[src/rtl/seq_chunk_adder.sv]
// rtl/seq_chunk_adder.sv - wide adder that reuses one narrow ripple adder over several cycles

module ripple_adder #(
   parameter int WIDTH = 8
) (
   input  logic [WIDTH-1:0] a_i,
   input  logic [WIDTH-1:0] b_i,
   input  logic             c_i,
   output logic [WIDTH-1:0] s_o,
   output logic             c_o
);

   logic [WIDTH:0] carry;

   assign carry[0] = c_i;

   for (genvar i = 0; i < WIDTH; i++) begin : g_fa
      assign s_o[i]       = a_i[i] ^ b_i[i] ^ carry[i];
      assign carry[i + 1] = (a_i[i] & b_i[i]) | (carry[i] & (a_i[i] ^ b_i[i]));
   end

   assign c_o = carry[WIDTH];

endmodule

module seq_chunk_adder #(
   parameter int CHUNK_WIDTH = 8,
   parameter int NUM_CHUNKS  = 5
) (
   input  logic                              clk,
   input  logic                              rst,
   input  logic                              start,
   input  logic [CHUNK_WIDTH*NUM_CHUNKS-1:0] A,
   input  logic [CHUNK_WIDTH*NUM_CHUNKS-1:0] B,
   input  logic                              C_in,
   output logic                              busy,
   output logic                              done,
   output logic [CHUNK_WIDTH*NUM_CHUNKS-1:0] S,
   output logic                              C_out
);

   localparam int W     = CHUNK_WIDTH * NUM_CHUNKS;
   localparam int CNT_W = (NUM_CHUNKS > 1) ? $clog2(NUM_CHUNKS) : 1;

   typedef enum logic [1:0] {
      ST_IDLE = 2'd0,
      ST_RUN  = 2'd1,
      ST_DONE = 2'd2
   } state_t;

   state_t           state_q, state_d;
   logic [CNT_W-1:0] cnt_q, cnt_d;
   logic [W-1:0]     a_q, a_d;
   logic [W-1:0]     b_q, b_d;
   logic             carry_q, carry_d;
   logic [W-1:0]     acc_q, acc_d;
   logic [W-1:0]     s_q, s_d;
   logic             cout_q, cout_d;

   logic [CHUNK_WIDTH-1:0] chunk_s;
   logic                   chunk_c;
   logic [W-1:0]           acc_shift;
   logic                   last_chunk;

   ripple_adder #(.WIDTH(CHUNK_WIDTH)) u_ripple_adder (
      .a_i (a_q[CHUNK_WIDTH-1:0]),
      .b_i (b_q[CHUNK_WIDTH-1:0]),
      .c_i (carry_q),
      .s_o (chunk_s),
      .c_o (chunk_c)
   );

   // Chunk sums enter at the top; after NUM_CHUNKS shifts chunk 0 sits at bit 0.
   assign acc_shift  = W'({chunk_s, acc_q} >> CHUNK_WIDTH);
   assign last_chunk = (cnt_q == CNT_W'(NUM_CHUNKS - 1));

   always_comb begin
      state_d = state_q;
      cnt_d   = cnt_q;
      a_d     = a_q;
      b_d     = b_q;
      carry_d = carry_q;
      acc_d   = acc_q;
      s_d     = s_q;
      cout_d  = cout_q;
      unique case (state_q)
         ST_IDLE, ST_DONE: begin
            if (start) begin
               state_d = ST_RUN;
               a_d     = A;
               b_d     = B;
               carry_d = C_in;
               cnt_d   = '0;
               acc_d   = '0;
            end else begin
               state_d = ST_IDLE;
            end
         end
         ST_RUN: begin
            a_d     = a_q >> CHUNK_WIDTH;
            b_d     = b_q >> CHUNK_WIDTH;
            carry_d = chunk_c;
            acc_d   = acc_shift;
            cnt_d   = cnt_q + CNT_W'(1);
            if (last_chunk) begin
               state_d = ST_DONE;
               s_d     = acc_shift;
               cout_d  = chunk_c;
            end
         end
         default: state_d = ST_IDLE;
      endcase
   end

   always_ff @(posedge clk) begin
      if (rst) begin
         state_q <= ST_IDLE;
         cnt_q   <= '0;
         a_q     <= '0;
         b_q     <= '0;
         carry_q <= 1'b0;
         acc_q   <= '0;
         s_q     <= '0;
         cout_q  <= 1'b0;
      end else begin
         state_q <= state_d;
         cnt_q   <= cnt_d;
         a_q     <= a_d;
         b_q     <= b_d;
         carry_q <= carry_d;
         acc_q   <= acc_d;
         s_q     <= s_d;
         cout_q  <= cout_d;
      end
   end

   assign busy  = (state_q == ST_RUN);
   assign done  = (state_q == ST_DONE);
   assign S     = s_q;
   assign C_out = cout_q;

endmodule

[config.mk]
export PLATFORM = sky130hd
export DESIGN_NAME = seq_chunk_adder
export DESIGN_NICKNAME = d
export VERILOG_FILES = /design/src/rtl/seq_chunk_adder.sv
export SDC_FILE = /design/constraint.sdc
export NUM_CORES = 1
export LEC_CHECK = 0
export ABC_AREA = 1
export CORE_ASPECT_RATIO = 1.1
export CORE_UTILIZATION = 47
export CTS_BUF_LIST = sky130_fd_sc_hd__clkbuf_4
export DETAILED_ROUTE_END_ITERATION = 7
export PLACE_DENSITY = 0.73
export SLEW_MARGIN = 20
export SYNTH_ARGS = -nofsm -noshare
export SYNTH_HDL_FRONTEND = slang
export SYNTH_SLANG_ARGS = --single-unit
[constraint.sdc]
create_clock -name clk -period 7.4 [get_ports clk]
set_clock_uncertainty 0.05 [all_clocks]
set_input_delay 0.74 -clock clk [delete_from_list [all_inputs] [get_ports clk]]
set_output_delay 0.74 -clock clk [all_outputs]
set_load 0.01 [all_outputs]
* After elaboration in Yosys (flattened, before gate mapping)
Index checks and enable logic that the tools add are counted.
** Storage, ports and cells
- Flip-flop bits (word level) :: 167
- Word-level logic and storage cells :: 72
** Cells by class
- Add/sub/neg operators :: 1
- Eq/ne operators :: 5
- Mux-type cells :: 13
- Bitwise operators :: 40
- Reductions and logical operators :: 5
** Operators with widths (count)
- $pmux W40 S2 :: 3
- $mux W40 :: 3
- $and A1 B1 Y1 :: 16
- $xor A1 B1 Y1 :: 16
- $or A1 B1 Y1 :: 8
- $pmux W3 S2 :: 1
- $pmux W2 S2 :: 1
- $reduce_and A2 Y1 :: 2
- $add A3 B1 Y3 const B :: 1
- $eq A3 B3 Y1 const B :: 1
- $mux W3 :: 1
- $eq A2 B1 Y1 const B :: 1
- $eq A2 B2 Y1 const B :: 1
- $logic_not A2 Y1 :: 1
- $mux W1 :: 2
- $mux W2 :: 1
- $ne A2 B1 Y1 const B :: 1
- $ne A2 B2 Y1 const B :: 1
- $pmux W1 S2 :: 1
- $reduce_bool A2 Y1 :: 1
- $reduce_or A2 Y1 :: 1

* Depth between registers and ports, before layout
Gate-level depths: netlist of run 1.
- Word-level depth :: 18
- Depth in mapped cells :: 15
- Gate-level depth less buffers :: 15

* Cells and area by module
Synthesis of run 1 repeated with hierarchy kept, for this count alone.
** Second synthesis, totals
- Cells, all modules :: 1095
- Area, all modules :: 7470.9 um^2
** By module, submodules not included
- seq_chunk_adder :: times used 1, cells each 1077, area an instance 7273.2 um^2, seq. area each 3183.1 um^2
- ripple_adder :: times used 1, cells each 18, area an instance 197.7 um^2, seq. area each 0.0 um^2

* Worst setup path before layout of run 1
Ideal clock, no wire load.
- Kind :: register -> register
- Start point :: register a_q[0]
- End point :: register acc_q[39]
- Setup time :: 70 ps
- Arrival :: 3509 ps
- Data required time :: 7280 ps
- Path slack :: 3771 ps
- Stages on the path, launching flop included :: 14
- Path buffers :: 0
- Clock period less this slack :: 3629 ps
- Path through :: dfxtp_1 inv_1 fa_1 fa_1 fa_1 fa_1 fa_1 inv_1 fa_1 fa_1 inv_1 fa_1 or2_2 a21oi_1
** Between the ends
- Longest elaborated chain between the ends :: 17
- Elaborated cells between the ends (all ways) :: 18
- Classes of those cells :: mux (1); bitwise (17)
** Ends and longest elaborated chain
- start, declared :: line 53 : logic [W-1:0] a_q, a_d;
- start signal, assigned :: line 119 : a_q <= '0;
- start signal, assigned :: line 128 : a_q <= a_d;
- $xor A1 B1 Y1 :: line 19 : assign carry[i + 1] = (a_i[i] & b_i[i]) | (carry[i] & (a_i[i] ^ b_i[i]));
- $and A1 B1 Y1 :: line 19
- $or A1 B1 Y1 * :: line 19
- $and A1 B1 Y1 * :: line 19
- $or A1 B1 Y1 * :: line 19
- $and A1 B1 Y1 * :: line 19
- $or A1 B1 Y1 * :: line 19
- $and A1 B1 Y1 * :: line 19
- $or A1 B1 Y1 * :: line 19
- $and A1 B1 Y1 * :: line 19
- $or A1 B1 Y1 * :: line 19
- $and A1 B1 Y1 * :: line 19
- $or A1 B1 Y1 * :: line 19
- $and A1 B1 Y1 * :: line 19
- $or A1 B1 Y1 * :: line 19
- $xor A1 B1 Y1 * :: line 18 : assign s_o[i] = a_i[i] ^ b_i[i] ^ carry[i];
- $pmux W40 S2 * :: line 86 : unique case (state_q)
- end signal, assigned :: line 122 : acc_q <= '0;
- end signal, assigned :: line 131 : acc_q <= acc_d;
- end, declared :: line 56 : logic [W-1:0] acc_q, acc_d;
Every way passes the cells marked *; elsewhere a longest branch is shown, timed or not.
A chain may end at the register's enable or synchronous reset.

* Worst setup path after layout of run 1
Same ends and word-level chain as after synthesis.

==> results of run 1 <==
==> layout make-up <==
type	instances	area (µm²)
sequential	159	3180
clock buffer	20	150
inverter	100	377
multi-input combinational	625	2980
tap	188	235
antenna	1	2.50
clock inverter	12	168
fill	1379	5630
timing repair buffer	131	1290
==> kinds of logic after synthesis <==
family | Yosys count | share of synthesized area, %
adder cells (fa/ha/maj) | 10 | 2.70
flip-flops | 159 | 46.5
AO/OA/AOI/OAI | 60 | 4.38
buffers and inverters | 173 | 10.4
AND/OR/NAND/NOR | 555 | 36.0
==> per-layer routing <==
| layer | part of all wire (%) | global-route usage, % | wire length [µm] | up-vias |
|---|---|---|---|---|
| met5 | 0 | 0 | 0 | - |
| met4 | 1.2 | 7.37 | 201 | 0 |
| met3 | 5.2 | 4.90 | 856 | 14 |
| met2 | 48 | 36.0 | 7860 | 170 |
| met1 | 46 | 31.1 | 7580 | 2804 |
| li1 | - | - | - | 3220 |
==> where the power goes <==
part / switching (µW) / internal (µW) / total [µW]
Combinational: 171 / 115 / 286
Sequential: 19.3 / 906 / 925
Clock: 295 / 276 / 571
Total: 485 / 1300 / 1780
==> path summary, 6_finish.rpt <==
| path | startpoint | end | slack [ps] | depth (start not counted) |
|---|---|---|---|---|
| worst max-delay path | a_q[0] | acc_q[39] | 3580 | 13 |
| worst min-delay path | acc_q[28] | S[20] | 430 | 2 |
| worst max register to register | a_q[0] | acc_q[39] | 3580 | 13 |
| worst min register to register | acc_q[28] | S[20] | 430 | 2 |
==> metrics by stage <==
stage | setup slack [ps] | hold WS, ps | std cells | util (%)
final | 3580 | 427 | 1236 | 59.8
after global routing | 3340 | 445 | 1236 | 59.8
after CTS | 3590 | 428 | 1235 | 59.8
after detailed placement | 3610 | 409 | 1203 | 57.5
after global placement | 3680 | 406 | 1203 | 57.5
after floorplan | 3770 | 389 | 957 | -
==> Yosys cell counts <==
| cell type | n |
|---|---|
| buf_4 | 5 |
| fa_1 | 8 |
| dfxtp_1 | 159 |
| nand2_2 | 3 |
| nand4_1 | 1 |
| nand2_1 | 180 |
| ha_1 | 2 |
| inv_1 | 95 |
| or2_2 | 6 |
| nand3b_1 | 1 |
| a21oi_1 | 51 |
| nor2_1 | 86 |
| inv_2 | 5 |
| nor3_1 | 65 |
| nor2_4 | 1 |
| o21ai_0 | 8 |
| buf_1 | 10 |
| nand3_1 | 211 |
| nor2_2 | 1 |
| o21ai_1 | 1 |
| clkbuf_1 | 20 |
| buf_2 | 38 |
==> sequential cells by signal (all words and copies together) (netlist names) <==
signal and flops:
C_out 1, S 40, a_q 40, acc_q 32, b_q 40, carry_q 1, cnt_q 3, state_q 2
==> worst max-delay path, delay by kind of cell, from the launching register on <==
family / cells / cell delay, ps
adder cells (fa/ha/maj): 8 / 2800
AND/OR/NAND/NOR: 1 / 300
buffers and inverters: 3 / 190
flip-flops: 1 / 320
AO/OA/AOI/OAI: 1 / 120
==> flow_metrics.tcl, run 1 <==
set metrics [dict create \
    core_mm2 0.0140 \
    finalSetupTns_ps 0 \
    cp_max_fo 2 \
    drtIter0Drc 512 \
    dieWidth_um 117 \
    grt_pass1_vias 5417 \
    drtPass1Iterations 4 \
    syn_area_mm2 0.00685 \
    rsz0062_at_grt "no" \
    power_density_mw_per_mm2 213 \
    dp_hpwl_um 10300 \
    placed_area_mm2 0.00807 \
    clk_pin_slew_ps 130 \
    peakVddDrop_mv 0.116 \
    postCtsHoldBufs 0 \
    total_power_uw 1780 \
    viasPerCell 5.02 \
    final_hold_viol_count 0 \
    layout_commonest_cell "nand3_1" \
    cpMostUsedCell "fa_1" \
    worst_slew_pin_slew_ps 1120 \
    root_buffer "clkbuf_4" \
    timing.fmax_mhz 262 \
    antenna_found_initial 1 \
    synth_fp_nets 1051 \
    nNetsFinal 1128 \
    synth_top_area_cell "dfxtp_1" \
    crit_type "reg2reg" \
    synthDistinctLibCells 22 \
    syn_area_per_cell_um2 7.16 \
    grt_max_degree 181 \
    cts_buffer_depth 2 \
    grt.total_usage_pct 22.8 \
    drc 0 \
    grt_first_pass_wirelength_um 26700 \
    cts_made_buffers 17 \
    ys_seq_area_share_pct 46.5 \
    final-setup-viol-count 0 \
    stdcell_area_mm2 0.00839 \
    max_stage_delay_ps 440 \
    routed_wl_um 16500 \
    p_leak_uw 0.00337 \
    start_kind "flop" \
    ys_seq_elements 159 \
    crit_arrival_ps 4250 \
    die_area_mm2 0.0151 \
    num_vias 6208 \
    synth_cells 957 \
    rows 45 \
    port_buffers 126 \
    status "finished, final reports clean" \
    synthTopCellsByArea "dfxtp_1 (46%), nand3_1 (15%), nand2_1 (9.9%), inv_1 (5.2%), nor3_1 (4.7%)" \
    yosys_warnings 0 \
    die_h_um 129 \
    grt_overflow 0 \
    endpoint_kind "flop" \
    min_path_type "reg2reg" \
    ant_nets 0 \
    num_io_pins 127 \
    maxSlewViolCount 0 \
    drive_gt1_share_pct 5.06 \
    start_util_pct 48.9 \
    required_ps 7830 \
    routedWlPerCell_um 13.3 \
    finalCriticalPeriod_ps 3820 \
    clkSinkCount 159 \
    synth_top_area_share_pct 46.5 \
    clock_latency_ps 550 \
    place_congestion 0.783 \
    maxCapViolCount 0 \
    final_cell_mix "nand3_1 (211), nand2_1 (180), dfxtp_1 (159)" \
    cts_setup_buffers 0 \
    htreeDepth 4 \
    cts_tree "yes" \
    cp_slowest_cell "fa_1" \
    max_slew_margin_pct 25.6 \
    fin_crit_sh_pct 51.6 \
    post_cts_resized 0 \
    crit_path_cell_trace "inv_1 -> fa_1 -> fa_1 -> fa_1 -> fa_1 -> fa_1 -> inv_1 -> fa_1 -> fa_1 -> inv_1 -> fa_1 -> or2_2 -> a21oi_1" \
    area_delta_synth_final_pct 22.4 \
]
No activity file was read; power rests on OpenSTA's default activity.
==> run 2, diff against run 1 <==
clock period = 3.55 ns   (was 7.4 ns; I/O delays follow)
==> flow_metrics.tcl, run 2 (same netlist as run 1, synthesis figures left out) <==
set metrics [dict create \
    maxCapViolCount 0 \
    required_ps 3980 \
    ant_nets 0 \
    root_buffer "clkbuf_4" \
    rows 45 \
    postCtsHoldBufs 0 \
    max_slew_margin_pct 45.5 \
    start_util_pct 48.9 \
    clkPwrFrac_pct 27.0 \
    routed_wl_um 16800 \
    clk_pin_slew_ps 120 \
    multi_input_area_mm2 0.00300 \
    crit_type "reg2reg" \
    fin_crit_sh_pct 101 \
    viasPerCell 5.06 \
    final_cell_mix "nand3_1 (211), nand2_1 (180), dfxtp_1 (157)" \
    layout_commonest_cell "nand3_1" \
    cts_made_buffers 17 \
    p_leak_uw 0.00336 \
    nNetsFinal 1133 \
    cts_tree "yes" \
    crit_arrival_ps 4010 \
    seqCellArea_mm2 0.00319 \
    peakVddDrop_mv 0.169 \
    p_comb_share_pct 17.6 \
    clock_latency_ps 550 \
    cts_buffer_depth 2 \
    wl_met2_um 7750 \
    drtIter0Drc 566 \
    cp_max_fo 2 \
    power_density_mw_per_mm2 416 \
    num_vias 6285 \
    htreeDepth 4 \
    final_hold_viol_count 0 \
    place_congestion 0.815 \
    endpoint_kind "flop" \
    routedWlPerCell_um 13.5 \
    hold_depth 4 \
    num_io_pins 127 \
    antenna_found_initial 1 \
    status "finished, violations left" \
    grt_overflow 0 \
    maxSlewViolCount 0 \
    place_ws_ps -140 \
    core_mm2 0.0140 \
    grt_max_degree 158 \
    dp_cells 1207 \
    worst_slew_pin_slew_ps 817 \
    area_delta_synth_final_pct 22.3 \
    wl_met1_um 7830 \
    start_kind "flop" \
    p_int_uw 2490 \
    drtPass1Iterations 5 \
    r2r_setup_slack_ps -30 \
    min-delay-start "rst" \
    drc 0 \
    dp_hpwl_um 10600 \
    worst_slack_ps -30.3 \
    die_h_um 129 \
    p_sw_uw 998 \
    top_layer "met4" \
    dieWidth_um 117 \
    finalCriticalPeriod_ps 3580 \
    grt.total_usage_pct 23.5 \
    port_buffers 126 \
    p_seq_share_pct 55.3 \
    die_area_mm2 0.0151 \
    finalSetupTns_ps -30.3 \
    rsz0062_at_grt "yes" \
    clkSinkCount 159 \
    grt_first_pass_wirelength_um 27500 \
    failed_checks "negative setup slack" \
    fillerInstances 1345 \
    final-setup-viol-count 1 \
    grt_pass1_vias 5618 \
    r2r_end "acc_q[39]" \
    reg2regPathDepth 13 \
    r2r-start "a_q[0]" \
    timing.fmax_mhz 279 \
    met3_length_um 876 \
    drive_gt1_share_pct 6.37 \
    min_path_type "in2reg" \
    finish.utilization_pct 59.8 \
    worstHoldEndpoint "S[33]" \
    swShare_pct 28.6 \
    final_cells 1241 \
]
run 2: metal layers:
layer | global-route usage [%] | vias to the layer above
met1 | 31.7 | 2858
met2 | 37.0 | 165
met4 | 8.64 | 0
met5 | 0 | -
met3 | 4.76 | 23
li1 | - | 3239
run 2: what timing repair did:
item,4_1_cts,5_1_grt
endpoints found under the hold margin,0,0
buffers inserted,0,1
endpoints found under the setup margin,2,2
resized for setup,1,12
pin swaps,0,3
run 2: final cells by class:
type	instances	share of cell area, %
clock buffer	20	1.79
sequential	159	38.0
antenna	1	0.0299
clock inverter	12	0.911
tap	188	2.81
inverter	100	4.50
multi-input combinational	625	35.8
timing repair buffer	136	16.1
run 2: worst max-delay path by stage:
stage	start	endpoint	slack, ps
after global placement	a_q[0]	acc_q[39]	-40
final	a_q[0]	acc_q[39]	-30
after global routing	a_q[0]	acc_q[39]	-110
after detailed placement	a_q[0]	acc_q[39]	-140
after CTS	a_q[0]	acc_q[39]	-110
after floorplan	a_q[0]	acc_q[39]	40
run 2: through the flow:
step / power (µW) / area, µm² / hold WS [ps]
floorplan: 2370 / 6860 / 389
global placement: 2560 / 8120 / 404
detailed placement: 2570 / 8120 / 403
CTS: 3510 / 8340 / 173
global route: 3690 / 8380 / 232
finish: 3490 / 8380 / 244
run 2: worst max-delay path, cell delays in order (launching register included):
cell and delay [ps]:
dfxtp_2 340, inv_2 40, fa_2 390, fa_2 370
fa_2 350, fa_2 370, fa_2 340, inv_2 60
fa_2 180, fa_2 190, inv_2 40, fa_2 440
or2_4 260, a21oi_2 100
run 2: power by group through the flow:
| stage | sequential (µW) | clock (µW) | combinational (µW) |
|---|---|---|---|
| 2_1_floorplan | 1960 | 0 | 414 |
| 3_3_place_gp | 1960 | 0 | 600 |
| 3_5_place_dp | 1970 | 0 | 605 |
| 4_1_cts | 1930 | 968 | 610 |
| 5_1_grt | 1940 | 1050 | 694 |
| 6_report | 1930 | 942 | 615 |
==> run 3, diff against run 2 <==
CAP_MARGIN = 20   (was default)
==> results of run 3 <==
Same layout as run 2: the final DEF is identical, and so are final timing and power.
